File: config.mk
export PLATFORM = sky130hd
export DESIGN_NAME = alu_cmd_master
export DESIGN_NICKNAME = d
export VERILOG_FILES = /design/src/rtl/alu_pkg.sv /design/src/rtl/alu_cmd_master.sv
export SDC_FILE = /design/constraint.sdc
export NUM_CORES = 1
export LEC_CHECK = 0
export ABC_AREA = 0
export CAP_MARGIN = 20
export CORE_UTILIZATION = 30
export CTS_BUF_LIST = sky130_fd_sc_hd__clkbuf_8
export CTS_CLUSTER_SIZE = 10
export DETAILED_ROUTE_END_ITERATION = 7
export GPL_ROUTABILITY_DRIVEN = 0
export SLEW_MARGIN = 20
export SYNTH_ARGS = -nofsm -noshare
export SYNTH_HDL_FRONTEND = slang
export SYNTH_SLANG_ARGS = --single-unit
File: constraint.sdc
create_clock -name clk -period 1.7 [get_ports clk]
set_clock_uncertainty 0.05 [all_clocks]
set_input_delay 0.425 -clock clk [delete_from_list [all_inputs] [get_ports clk]]
set_output_delay 0.425 -clock clk [all_outputs]
set_load 0.03 [all_outputs]
File: src/rtl/alu_pkg.sv
// Shared ALU definitions: operation encodings, widths, command-master FSM
// states and the operation legality check. Imported by the ALU and by
// alu_cmd_master so the select encodings cannot diverge.
package alu_pkg;

    localparam int OP_W   = 4;
    localparam int DATA_W = 8;

    typedef enum logic [OP_W-1:0] {
        ALU_ADD = 4'd0,
        ALU_SUB = 4'd1,
        ALU_MUL = 4'd2,
        ALU_DIV = 4'd3
    } alu_op_t;

    typedef enum logic [1:0] {
        ST_IDLE,
        ST_ISSUE,
        ST_WAIT,
        ST_RESP
    } cm_state_t;

    // Only the four encoded operations are legal; 4..15 are rejected.
    function automatic logic is_legal_op(input logic [OP_W-1:0] op);
        return (op <= ALU_DIV);
    endfunction

endpackage

File: src/rtl/alu_cmd_master.sv
// Command-side initiator for the 8-bit registered ALU. Accepts one command
// at a time over a valid/ready channel, drives the ALU operand/select
// inputs, captures the registered result and returns it with an error flag
// and the caller's tag over a valid/ready response channel.
module alu_cmd_master
    import alu_pkg::*;
#(
    parameter int TAG_W = 4
)
(
    input  logic              clk,
    input  logic              rst,
    input  logic              cmd_valid,
    output logic              cmd_ready,
    input  logic [OP_W-1:0]   cmd_op,
    input  logic [DATA_W-1:0] cmd_a,
    input  logic [DATA_W-1:0] cmd_b,
    input  logic [TAG_W-1:0]  cmd_tag,
    output logic [DATA_W-1:0] alu_a,
    output logic [DATA_W-1:0] alu_b,
    output logic [OP_W-1:0]   alu_sel,
    input  logic [DATA_W-1:0] alu_result,
    output logic              rsp_valid,
    input  logic              rsp_ready,
    output logic [DATA_W-1:0] rsp_result,
    output logic              rsp_err,
    output logic [TAG_W-1:0]  rsp_tag
);

    cm_state_t state;
    cm_state_t state_nxt;
    logic      cmd_err;
    logic      cmd_fire;

    // Illegal select, or a divide whose divisor is zero, never reaches the ALU.
    always_comb begin
        cmd_err = !is_legal_op(cmd_op) || ((cmd_op == ALU_DIV) && (cmd_b == '0));
    end

    // State register; reset returns to IDLE from any state, dropping work in flight.
    always_ff @(posedge clk) begin
        if (!rst) begin
            state <= ST_IDLE;
        end else begin
            state <= state_nxt;
        end
    end

    // Next-state and handshake outputs; cmd_ready is gated by rst so it reads 0 while reset is held.
    always_comb begin
        state_nxt = state;
        cmd_ready = 1'b0;
        rsp_valid = 1'b0;
        case (state)
            ST_IDLE: begin
                cmd_ready = rst;
                if (cmd_valid && rst) begin
                    state_nxt = cmd_err ? ST_RESP : ST_ISSUE;
                end
            end
            ST_ISSUE: state_nxt = ST_WAIT;
            ST_WAIT:  state_nxt = ST_RESP;
            ST_RESP: begin
                rsp_valid = 1'b1;
                if (rsp_ready) begin
                    state_nxt = ST_IDLE;
                end
            end
            default: state_nxt = ST_IDLE;
        endcase
        cmd_fire = cmd_valid && cmd_ready;
    end

    // Datapath: the alu_* registers double as the command latch for legal
    // commands; the tag is latched straight into rsp_tag, which only changes
    // on an accept and so stays stable throughout RESP.
    always_ff @(posedge clk) begin
        if (!rst) begin
            alu_a      <= '0;
            alu_b      <= '0;
            alu_sel    <= '0;
            rsp_result <= '0;
            rsp_err    <= 1'b0;
            rsp_tag    <= '0;
        end else begin
            if (cmd_fire) begin
                rsp_tag <= cmd_tag;
                if (cmd_err) begin
                    rsp_result <= '0;
                    rsp_err    <= 1'b1;
                end else begin
                    alu_a   <= cmd_a;
                    alu_b   <= cmd_b;
                    alu_sel <= cmd_op;
                end
            end
            if (state == ST_WAIT) begin
                rsp_result <= alu_result;
                rsp_err    <= 1'b0;
            end
        end
    end

endmodule

# Word level (Yosys, flattened, before mapping)
# Index checks and enable logic that the tools add are counted.
# totals
in_bits	36
output_inout_bits	35
register_bits	35
# op_classes
magnitude_cmp	1
n_bitwise	2
n_reduce_logical	14
muxes	9
n_eq_ne	6
# op_table
op	n
$mux 8	3
$logic_not 8->1	1
$pmux 2 s4	1
$reduce_and 2->1	4
$mux 2	3
$eq 2x2->1 const B	2
$eq 4x2->1 const B	1
$le 4x2->1 const B	1
$ne 2x2->1 const B	2
$reduce_bool 2->1	2
$logic_and 1x1->1	3
$eq 2x1->1 const B	1
$logic_not 2->1	1
$mux 1	2
$not 1->1	2
$reduce_or 2->1	1
$logic_not 1->1	1
$logic_or 1x1->1	1

# Depth between registers and ports, before layout
# depth
depth_word	6
depth_mapped	7
mapped_depth_nobuf	5

# Worst setup path after synthesis
# Ideal clock, no wire load.
# synth_timing
kind	input port to output port
from	in rst
to	out cmd_ready
t_arrival_ns	1.279
n_path_buf	2
path_stages	3
path_slack_ns	-0.054
path_cell_list	clkbuf_1 clkbuf_1 and2_1
# synth_via
elab_chain_cells	1
# synth_rtl
element	line	rtl
from (decl)	alu_cmd_master.sv:12	input logic rst,
$mux 1	alu_cmd_master.sv:54	case (state)
to (decl)	alu_cmd_master.sv:14	output logic cmd_ready,
# Every way passes these cells.

# Worst setup path in the final report
# layout_timing
from	in cmd_b[5]
to	reg alu_sel[0]
# layout_via
elab_chain_cells	5
# layout_rtl
element	line	rtl
from (decl)	alu_cmd_master.sv:17	input logic [DATA_W-1:0] cmd_b,
$logic_not 8->1	alu_cmd_master.sv:37	cmd_err = !is_legal_op(cmd_op) || ((cmd_op == ALU_DIV) && (cmd_b == '0));
$logic_and 1x1->1	alu_cmd_master.sv:37	
$logic_or 1x1->1	alu_cmd_master.sv:37	
$not 1->1 (no line)	-	
$reduce_and 2->1 (no line)	-	
to (signal assigned)	alu_cmd_master.sv:94	alu_sel <= cmd_op;
to (decl)	alu_cmd_master.sv:21	output logic [OP_W-1:0] alu_sel,
# Every way passes these cells.
# A chain may end at the register's enable or synchronous reset.

==> results.cfg <==
[outcome]
status = complete, but fails checks
violations = DRC

[synth]
yosysWarnings = 0
seq_area_frac_synth = 0.491
synth_area_um2 = 1430
syn_inst = 154
syn-num-nets = 194
synth-edff-count = 0
synth_flop_cell = dfxtp_1
synth_cell_types = 27
async_reset_ff_frac = 0
ys_ff_latch = 35
synth.avg_cell_area_um2 = 9.27

[clock_tree]
cts_root_buf = clkbuf_8
clk_pin_slew_ns = 0.07
cts_tree = built
clock_path_buffers = 2
cts_made_buffers = 5
cts.sinks = 35
htree_levels = 2
clkLatencyLatePin_ns = 0.28
cts_hold_buf = 0

[pwr]
p_seq_frac = 0.362
swShare = 0.330
total_power_mw = 2.78
ir_worst_vdd_v = 0.000480
powerDensity_nw_per_um2 = 1170
power_switching_mw = 0.918
p_int_mw = 1.86
clockPowerShare = 0.275
p_leak_nw = 1.10
combPwrFrac = 0.363

[critical_path]
reg2reg_slack_ns = 0.26
cp_max_fo = 12
rr_worst_depth = 6
start_kind = primary input
cp-end-kind = flop
max_stage_delay_ns = 0.53
required_ns = 1.81
path_buf_inv = 2
critPathArrivalTime_ns = 1.77
criticalPathCategory = primary input to flop
r2r_end = alu_sel[0]
worstPathCellList = clkdlybuf4s50_1 > nor4_4 > a311oi_2 > and2_4 > buf_12 > o21ai_0
timing.rr.start = state[1]
cp_top_family = buffers and inverters
cp_slowest_cell = clkdlybuf4s50_1

[final_layout]
nNetsFinal = 274
drive_gt1_frac = 0.196
area_growth_pct = 67.0
antenna_cells = 0

[hold_path]
holdCritPathClass = flop to flop
hp-start = rsp_tag[2]
holdPathStages = 2
min_to = rsp_tag[2]

[floorplan]
die_area_um2 = 5040
initial_core_util = 0.319
rows = 24
ios = 71
die_w_um = 71.0
die_h_um = 71.0
core_um2 = 4470

[job]
maxCapViolCount = 0

[global_routing]
grt.busiest_layer = met2
met2_usage = 0.285
grt_start_max_net_pins = 21
grt_overflow = 0
grt_pass1_wl_mm = 6.32
antenna_found_initial = 0
grt_util_all_layers = 0.159
grt_util_met1 = 0.176
use_met3 = 0.0484
grt_pass1_vias = 1399

[placed_design]
dp_slack_ns = -0.443
hpwlAfterDp_mm = 2.79
portBuffers = 70

[sta]
finalCriticalPeriod_ns = 1.66
relSlewSlack = 0.777
tightestPinTransition_ns = 0.336
post-route-period-util = 0.978
holdWs_ns = 0.407
setup_viol = 0
clock.fmax_ghz = 0.601
hold_viol_final = 0
setup_slack_ns = 0.0370
drv_slew = 0

[route]
drtAntennaViolNets = 0
routedWlPerCell_um = 13.2
wl_mm = 3.78
route.detailed.drc = 5
drt_iter0_markers = 44
via_count = 1369
drt-pass1-iter-count = 6
vias_per_cell = 4.77
worst max-delay path by stage:
stage / startpoint / end / slack (ns) / cells past startpoint
final: cmd_b[5] / alu_sel[0] / 0.04 / 6
after CTS: cmd_op[0] / rsp_result[2] / 0.001 / 5
after global placement: cmd_op[1] / rsp_result[2] / -0.37 / 5
after floorplan: rst / cmd_ready / 0.006 / 3
after detailed placement: cmd_op[0] / alu_a[3] / -0.44 / 6
after global routing: cmd_b[5] / alu_sel[0] / -0.01 / 6
power by group through the flow:
stage	Clock, mW	Combinational, mW	Sequential [mW]
global placement	0	0.981	1.02
floorplan	0	0.399	1.19
global route	0.833	1.11	1.02
CTS	0.788	0.980	1.00
detailed placement	0	1.00	1.02
finish	0.765	1.01	1.01
state kept, by name, summed over array words and instances (netlist names):
name,count
rsp_err,1
alu_a,8
state,2
alu_sel,4
rsp_result,8
alu_b,8
rsp_tag,4
what timing repair did:
item,4_1_cts,5_1_grt
pin swaps,4,6
gates cloned,0,0
setup endpoints to repair,62,29
buffers inserted,2,2
resized for setup,47,10
synth_stat cells (2+ instances only):
library cell | number | area, um^2
o21ai_0 | 12 | 60.1
buf_2 | 2 | 10.0
and3_1 | 3 | 18.8
ha_1 | 4 | 50.1
and2_1 | 3 | 18.8
clkbuf_1 | 4 | 15.0
buf_6 | 2 | 22.5
nor2_1 | 5 | 18.8
nand2_1 | 30 | 113
dfxtp_1 | 35 | 701
a22o_1 | 8 | 70.1
inv_1 | 2 | 7.51
nand3_1 | 18 | 90.1
buf_1 | 2 | 7.51
a21oi_1 | 2 | 10.0
nand4_1 | 2 | 12.5
o21ai_2 | 10 | 87.6
cells in the final DEF, fill, tap and decap left out:
cell type,n
o21ai_2,10
a311o_1,1
ha_4,1
clkinv_2,1
and2_4,1
buf_12,3
and2_2,1
ha_1,3
clkdlybuf4s50_1,27
buf_4,11
nor2_1,4
nor2_2,1
o2111a_1,1
nand2b_1,1
nor4bb_4,1
nand2_1,30
o21ai_0,7
dlymetal6s2s_1,2
a21oi_1,2
bufinv_16,1
clkbuf_8,6
o21ai_1,5
a22o_1,8
buf_6,2
nand3_1,18
dfxtp_1,33
o211a_1,1
a311oi_2,1
dfxtp_2,2
inv_2,2
nor4_4,1
a21oi_4,1
and3_1,3
and2_1,1
nand4_1,2
dlygate4sd2_1,39
nor2b_1,1
cell families after synthesis:
| family | after synthesis | share of synthesized area |
|---|---|---|
| fa+ha+maj | 4 | 0.0351 |
| flops | 35 | 0.491 |
| simple gates | 65 | 0.231 |
| compound gates | 37 | 0.194 |
| buf+inv | 13 | 0.0491 |
tightest hold or removal path, delay by kind of cell (launching register included):
family,cells,cell delay (ns)
AOI/OAI and AO/OA,1,0.06
DFF,1,0.31
and+or+nand+nor,1,0.04
area by class of cell:
| cell class | count | area [um^2] |
|---|---|---|
| inverters | 2 | 7.51 |
| repair buffers | 84 | 802 |
| multi-input cells | 106 | 689 |
| clock buffers | 6 | 82.6 |
| fillers | 424 | 2090 |
| well taps | 52 | 65.1 |
| clock inverters | 2 | 35.0 |
| flip-flops and latches | 35 | 703 |
stage by stage:
stage          instance area (um^2)  utilization  setup TNS, ns  std cells
6_report                       2380        0.533              0        287
5_1_grt                        2380        0.533        -0.0143        287
4_1_cts                        2340        0.522              0        285
3_5_place_dp                   2230        0.499         -11.26        275
3_3_place_gp                   2230        0.499         -10.14        275
2_1_floorplan                  1430            -              0        154
metal layers:
layer	part of all wire	routed length [um]
met5	0	0
met1	0.42	1590
met4	0.015	56
met2	0.50	1900
met3	0.060	226
Power figures use the tool's default switching activity.
